$ cat src/rtl/ifetch_ctrl.sv
`default_nettype none
// +----------------------------------------------------------------------------+
// | Module  : ifetch_ctrl                                                      |
// | Brief   : Fetch PC sequencer with 2-entry prefetch buffer and redirect.    |
// | Revision: 1.0  initial release                                             |
// +----------------------------------------------------------------------------+
module ifetch_ctrl #(
  parameter  int S        = 32,
  parameter  int L        = 256,
  parameter  int RESET_PC = 0,
  parameter  int WRAP     = 1,
  localparam int AW       = $clog2(L)
) (
  input  logic          clk,
  input  logic          rst_n,
  input  logic          en,
  input  logic          redirect,
  input  logic [AW-1:0] redirect_pc,
  output logic [AW-1:0] mem_a,
  input  logic [S-1:0]  mem_d,
  output logic          instr_valid,
  input  logic          instr_ready,
  output logic [S-1:0]  instr,
  output logic [AW-1:0] instr_pc,
  output logic [1:0]    fifo_count,
  output logic          at_end
);

  localparam logic [1:0]    c_idle     = 2'd0;
  localparam logic [1:0]    c_run      = 2'd1;
  localparam logic [1:0]    c_end      = 2'd2;
  localparam logic [AW-1:0] c_last_pc  = AW'(L - 1);
  localparam logic [AW-1:0] c_reset_pc = AW'(RESET_PC);
  localparam logic [AW-1:0] c_pc_one   = AW'(1);

  logic [1:0]    r_state;
  logic [1:0]    w_next_state;
  logic          w_run;
  logic          w_end;
  logic [AW-1:0] r_pc;
  logic [AW-1:0] w_pc_next;
  logic          w_pc_at_last;
  logic [1:0]    r_cnt;
  logic [S-1:0]  r_d0;
  logic [S-1:0]  r_d1;
  logic [AW-1:0] r_pc0;
  logic [AW-1:0] r_pc1;
  logic          w_pop;
  logic          w_push;

  // Redirect suppresses both ends of the buffer in the cycle it is seen.
  assign w_pop        = (r_cnt != 2'd0) & instr_ready & ~redirect;
  assign w_push       = w_run & en & ((r_cnt != 2'd2) | w_pop) & ~redirect;
  assign w_pc_at_last = (r_pc == c_last_pc);
  assign w_pc_next    = w_pc_at_last ? ((WRAP != 0) ? '0 : c_last_pc)
                                     : r_pc + c_pc_one;

  always_ff @(posedge clk or negedge rst_n) begin
    if (!rst_n) r_state <= c_idle;
    else        r_state <= w_next_state;
  end

  always_comb begin
    w_next_state = r_state;
    if (redirect) begin
      w_next_state = en ? c_run : c_idle;
    end else begin
      case (r_state)
        c_idle:  if (en) w_next_state = c_run;
        c_run: begin
          if (!en)
            w_next_state = c_idle;
          else if (w_push && w_pc_at_last && (WRAP == 0))
            w_next_state = c_end;
        end
        c_end:   w_next_state = c_end;
        default: w_next_state = c_idle;
      endcase
    end
  end

  always_comb begin
    w_run = (r_state == c_run);
    w_end = (r_state == c_end);
  end

  // Entry 0 is always the head; entry 1 only exists when two are held.
  always_ff @(posedge clk or negedge rst_n) begin
    if (!rst_n) begin
      r_pc  <= c_reset_pc;
      r_cnt <= 2'd0;
      r_d0  <= '0;
      r_d1  <= '0;
      r_pc0 <= '0;
      r_pc1 <= '0;
    end else if (redirect) begin
      r_pc  <= redirect_pc;
      r_cnt <= 2'd0;
    end else begin
      if (w_push) r_pc <= w_pc_next;
      case ({w_push, w_pop})
        2'b10: begin
          if (r_cnt == 2'd0) begin
            r_d0  <= mem_d;
            r_pc0 <= r_pc;
          end else begin
            r_d1  <= mem_d;
            r_pc1 <= r_pc;
          end
          r_cnt <= r_cnt + 2'd1;
        end
        2'b01: begin
          if (r_cnt == 2'd2) begin
            r_d0  <= r_d1;
            r_pc0 <= r_pc1;
          end
          r_cnt <= r_cnt - 2'd1;
        end
        2'b11: begin
          if (r_cnt == 2'd1) begin
            r_d0  <= mem_d;
            r_pc0 <= r_pc;
          end else begin
            r_d0  <= r_d1;
            r_pc0 <= r_pc1;
            r_d1  <= mem_d;
            r_pc1 <= r_pc;
          end
        end
        default: ;
      endcase
    end
  end

  assign mem_a       = r_pc;
  assign instr_valid = (r_cnt != 2'd0);
  assign instr       = r_d0;
  assign instr_pc    = r_pc0;
  assign fifo_count  = r_cnt;
  assign at_end      = w_end;

endmodule
`default_nettype wire
$ cat config.mk
export PLATFORM = sky130hd
export DESIGN_NAME = ifetch_ctrl
export DESIGN_NICKNAME = d
export VERILOG_FILES = /design/src/rtl/ifetch_ctrl.sv
export SDC_FILE = /design/constraint.sdc
export NUM_CORES = 1
export LEC_CHECK = 0
export CAP_MARGIN = 0
export CORE_ASPECT_RATIO = 1.4
export CORE_MARGIN = 3
export CORE_UTILIZATION = 45
export DETAILED_ROUTE_END_ITERATION = 7
export HOLD_SLACK_MARGIN = 0.1
export PLACE_DENSITY = 0.76
export SYNTH_ARGS = -nofsm -noshare
export SYNTH_HDL_FRONTEND = slang
export SYNTH_SLANG_ARGS = --single-unit
$ cat constraint.sdc
create_clock -name clk -period 1.98 [get_ports clk]
set_input_delay 0.495 -clock clk [delete_from_list [all_inputs] [get_ports clk]]
set_output_delay 0.495 -clock clk [all_outputs]
set_load 0.02 [all_outputs]
## Word-level counts from Yosys, hierarchy flattened

Index checks and enable logic that the tools add are counted.

- Add/sub/neg operators: 3
- Eq/ne operators: 15
- Muxes and demuxes: 24
- Bitwise logic cells: 7
- Reductions and logical operators: 10

Operators with widths:

| cell | count |
|---|---|
| $mux W32 | 5 |
| $pmux W32 S3 | 1 |
| $mux W8 | 8 |
| $pmux W32 S2 | 1 |
| $pmux W8 S3 | 1 |
| $pmux W8 S2 | 1 |
| $ne A2 B2 Y1 const B | 5 |
| $add A8 B1 Y8 const B | 1 |
| $eq A2 B2 Y1 const B | 4 |
| $eq A8 B8 Y1 const B | 1 |
| $mux W2 | 4 |
| $reduce_and A4 Y1 | 2 |
| $eq A2 B1 Y1 const B | 3 |
| $ne A3 B3 Y1 const B | 2 |
| $pmux W2 S3 | 1 |
| $reduce_bool A2 Y1 | 3 |
| $reduce_bool A3 Y1 | 2 |
| $and A1 B1 Y1 | 5 |
| $logic_not A2 Y1 | 2 |
| $pmux W2 S2 | 1 |
| $add A2 B1 Y2 const B | 1 |
| $reduce_and A2 Y1 | 1 |
| $sub A2 B1 Y2 const B | 1 |
| $mux W1 | 1 |
| 2 further kinds | 2 |

- Register bits: 92
- Bits of input ports: 45
- Output and inout bits: 52

## Logic depth before layout (Yosys ltp)

- Depth after elaboration: 9
- Gate-level depth with buffers: 8
- Mapped depth without buffers: 6

## Worst setup path before layout

No wires, ideal clock.

- Kind: reg-to-reg
- Start point: reg r_cnt[0] (netlist: fifo_count[0])
- End point: reg r_pc0[7] (netlist: instr_pc[7])
- Library setup time: 0.127 ns
- Arrival: 2.066 ns
- Required time: 1.853 ns
- Slack: -0.213 ns
- Stages on the path, launching flop included: 9
- Clock period less this slack: 2.193 ns
- Cells stage by stage: dfrtp_1 inv_1 ha_1 or3b_1 buf_6 a21oi_4 buf_8 mux2i_1 a21oi_2

- Word-level cells in the longest chain between the ends: 9
- Elaborated cells on any way between the ends: 19

RTL lines:

| item | line | RTL |
|---|---|---|
| start, declared | 43 | `logic [1:0] r_cnt;` |
| start signal, assigned | 110 | `r_cnt <= r_cnt + 2'd1;` |
| start signal, assigned | 117 | `r_cnt <= r_cnt - 2'd1;` |
| $reduce_bool A2 Y1 | 52 | `assign w_pop = (r_cnt != 2'd0) & instr_ready & ~redirect;` |
| $and A1 B1 Y1 (2 in a row) | 52 |  |
| $or A1 B1 Y1 | 53 | `assign w_push = w_run & en & ((r_cnt != 2'd2) \| w_pop) & ~redirect;` |
| $and A1 B1 Y1 (2 in a row) | 53 |  |
| $eq A2 B1 Y1 or $eq A2 B2 Y1 (tied branches) | 101 | `case ({w_push, w_pop})` |
| $ne A2 B2 Y1 (no line) or $reduce_bool A3 Y1 (tied branches) | -- |  |
| $reduce_and A4 Y1 (no line) | -- |  |
| end signal, assigned | 105 | `r_pc0 <= r_pc;` |
| end signal, assigned | 115 | `r_pc0 <= r_pc1;` |
| end signal, assigned | 122 | `r_pc0 <= r_pc;` |
| end, declared | 46 | `logic [AW-1:0] r_pc0;` |

Parallel ways exist; a longest one is shown, timed or not.
A chain may end at the register's enable or synchronous reset.

## Final worst setup path

- Start point: in redirect
- End point: reg r_d0[10] (netlist: instr[10])

- Word-level cells in the longest chain between the ends: 8
- Elaborated cells on any way between the ends: 13

RTL lines:

| item | line | RTL |
|---|---|---|
| start, declared | 17 | `input logic redirect,` |
| $not A1 Y1 (no line) * | -- |  |
| $and A1 B1 Y1 | 52 |  |
| $or A1 B1 Y1 | 53 |  |
| $and A1 B1 Y1 (2 in a row) | 53 |  |
| $eq A2 B1 Y1 or $eq A2 B2 Y1 (tied branches) | 101 |  |
| $ne A2 B2 Y1 (no line) or $reduce_bool A3 Y1 (tied branches) | -- |  |
| $reduce_and A4 Y1 (no line) | -- |  |
| end signal, assigned | 104 | `r_d0 <= mem_d;` |
| end signal, assigned | 114 | `r_d0 <= r_d1;` |
| end signal, assigned | 121 | `r_d0 <= mem_d;` |
| end, declared | 44 | `logic [S-1:0] r_d0;` |

Every way passes the cells marked *; elsewhere a longest branch is shown, timed or not.

==> impl_results.md <==
- Count leader, synth: dfrtp_1
- Gpl congestion: 0.857
- Xor-xnor portion of the synthesized cell area: 0.612%
- Fin cells: approximately 600
- First-iteration detailed-routing DRC count: between 100 and 150
- Clk root buf: clkbuf_16
- WP data required: 2.19 ns
- Post-route minimum period: a little under 2 ns
- Mapped Area: 4300 um^2
- Mapped Nets: a little over 400
- Worst Path Max Fanout: 6
- Fraction of layout instances using a drive strength above 1: about a quarter
- Gr ovfl total: 0
- Leak Pwr: 0.00251 uW
- Largest net degree at the start of global routing: 56
- Sequential fraction of the synthesis area: between 50% and 60%
- Area share of fa/ha/maj cells after synthesis: 1.17%
- Post-Route Utilization: around two thirds
- Critical path class: in -> reg
- TritonRoute pass-1 iters: 4
- Fraction of registers with async set/reset: 100%
- Min-delay worst type: reg -> reg
- Logic gate share of total power: 40.6%
- Vias in the first global route: 3274
- Gr usage total: 18.2%
- Buffers on Ports: between 90 and 100
- Rows: between 40 and 50
- First-pass GRT wire length: 15.3 mm
- Die width: 88.6 um
- Layout area overhead: 38.9%
- Switching Share: around 34%
- Worst-skew pair later-pin latency: 0.34 ns
- Maxcap violations: 0
- Final Slew Violations: 0
- Peak Freq: 506 MHz
- Clock sink total: 92
- NumNets Final: 527
- Final setup violation count: 0
- NetSw: 2820 uW
- Seq cells post-synth: 92
- Height of the chip: 122 um
- Num CTS Buffers: 9
- Critical path endpoint category: register
- Main synth FF type: dfrtp_1
- Worst endpoint data arrival time: 2.19 ns
- Final Hold Viols: 0
- Pwr dens: 1400 nW/um^2
- Ports: 97
- Combinational family with the most area after synthesis: multiplexers
- Complex-gate fraction of the synthesized area: 12.0%
- Seq pwr share: 38.3%
- Critical Path Start Type: primary input
- Final setup skew: 0.00487 ns
- Clk buf depth: 2
- Vias per cell: 5.36
- Final Cycle Share: 99.8%
- Clk pwr share: 21.1%
- DRT antenna net count: 0
- Synth cell types: 45
- Total Routed Length: 10.1 mm
- Gate Count Post-Synth: between 300 and 400
- Synth top area cells: dfrtp_1, mux2_2, mux2i_1, nor2_1, a21oi_2
- Slew margin rel.: 75.8%
- Post-synth top area share: 53.6%
- CTS tree: yes
- Die Area: 10800 um^2
- Detailed placer's ending HPWL: 6.70 mm
- WL/cell: roughly 17 um
- Diode count: 0
- Post-synth EDFFs: 0
- Htree depth: 3
- Simple-Gate Fraction of Synth Area: under 10%
- Core ar.: 9180 um^2
- Post-synthesis mux area share: 19.5%
- Initial core utilization: between 40% and 50%
- Post-Place Cells: between 500 and 600
- Post-synth top area cell: dfrtp_1
- Antenna violations before repair: 0
- Status: finished clean
- Vias: 3160
- Commonest cells post-synth: dfrtp_1, nor2_1, mux2i_1
- Mean Syn Cell Area: approximately 12 um^2
- DRC viols: 0
- CTS clk-pin slew, worst paths: around 0.06 ns
- Int Pwr: about 5500 uW
- Yosys warns: 0
- IR drop worst, VDD: between 0.6 and 0.7 mV
- Least-Margin Pin Slew: 0.362 ns
[layer usage]
metal | GRT usage, % | wire [um] | part of all wire, %
met5 | 0 | 0 | 0
met4 | 5.86 | 106 | 1.1
met3 | 4.06 | 461 | 4.6
met2 | 32.5 | 5520 | 55
met1 | 21.3 | 4000 | 40
[flip-flops by register name (all words and copies together) (netlist names)]
register	cells
fifo_count	2
r_state	2
r_d1	32
instr	32
mem_a	8
instr_pc	8
r_pc1	8
[critical path: stages]
cell             delay (ns)
clkdlybuf4s50_1        0.43
or3b_4                 0.43
a21oi_4                0.21
buf_6                  0.15
clkbuf_16              0.15
mux2i_1                0.21
a21oi_1                0.11
[cells in the final DEF, fill, tap and decap left out, types with 2 or more instances in the layout]
cell,n
a21oi_1,27
a21oi_2,18
a31oi_1,2
a32oi_1,2
and3_1,4
buf_12,7
buf_4,19
buf_6,3
clkbuf_16,12
clkbuf_8,2
clkdlybuf4s50_1,87
clkinv_4,2
dfrtp_1,90
dfrtp_2,2
dlygate4sd2_1,5
dlymetal6s2s_1,3
ha_1,3
inv_1,6
inv_2,2
mux2_2,38
mux2i_1,40
nand2_1,15
nand3_1,8
nor2_1,47
o211ai_1,2
o21ai_0,6
xnor2_1,3
[path summary, 6_finish.rpt]
check | startpoint | to | slack [ns] | cells after the start
worst min register to register | r_pc1[5]$_DFFE_PN0P_ | r_pc1[5]$_DFFE_PN0P_ | 0.48 | 2
min in group asynchronous | rst_n | r_d1[3]$_DFFE_PN0P_ | 0.57 | 2
worst max-delay path | redirect | instr[10]$_DFFE_PN0P_ | 0.004 | 7
worst max register to register | fifo_count[1]$_DFFE_PN0P_ | instr[10]$_DFFE_PN0P_ | 0.05 | 8
worst min-delay path | r_pc1[5]$_DFFE_PN0P_ | r_pc1[5]$_DFFE_PN0P_ | 0.48 | 2
max in group asynchronous | rst_n | r_d1[28]$_DFFE_PN0P_ | 0.85 | 3
[final cells by class]
type                       count  area, um^2
inverter                       8        30.0
clock buffer                  11         253
timing repair buffer         128        1350
tap                          107         134
fill                         726        3220
multi-input combinational    239        1830
clock inverter                 5        60.1
sequential                    92        2300
[logic make-up (layout without fill, tap and decap cells)]
group,count (synthesis),after routing
muxes,79,79
adders and majority gates,4,4
DFF,92,92
buffers and inverters,30,152
AOI/OAI and AO/OA,69,69
xor gates and xnor gates,3,3
and+or+nand+nor,84,84
[power by group through the flow]
stage / sequential (uW) / clock, uW / combinational (uW)
finish: 3180 / 1760 / 3380
global route: 3280 / 1860 / 3650
CTS: 3180 / 1790 / 3310
detailed placement: 3210 / 0 / 3310
global placement: 3160 / 0 / 3220
floorplan: 3660 / 0 / 1390
[stage by stage]
step	power [uW]	TNS [ns]	instance area [um^2]	hold WS [ns]	worst slack, ns
after floorplan	5050	-0.0393	4310	0.199	-0.00302
after global placement	6380	-20.75	5510	0.387	-0.308
after detailed placement	6520	-23.37	5510	0.390	-0.340
after CTS	8280	0	5830	0.488	0.0107
after global routing	8790	-0.00918	5970	0.515	-0.00585
final	8320	0	5970	0.482	0.00423
[what timing repair did]
item | CTS | global route
hold buffers | 1 | 0
hold endpoints to repair | 16 | 0
setup buffers | 0 | 4
pin swaps | 0 | 1
endpoints found under the setup margin | 5 | 35
cloned | 0 | 4
gates resized for setup | 5 | 7
Power figures use the tool's default switching activity.
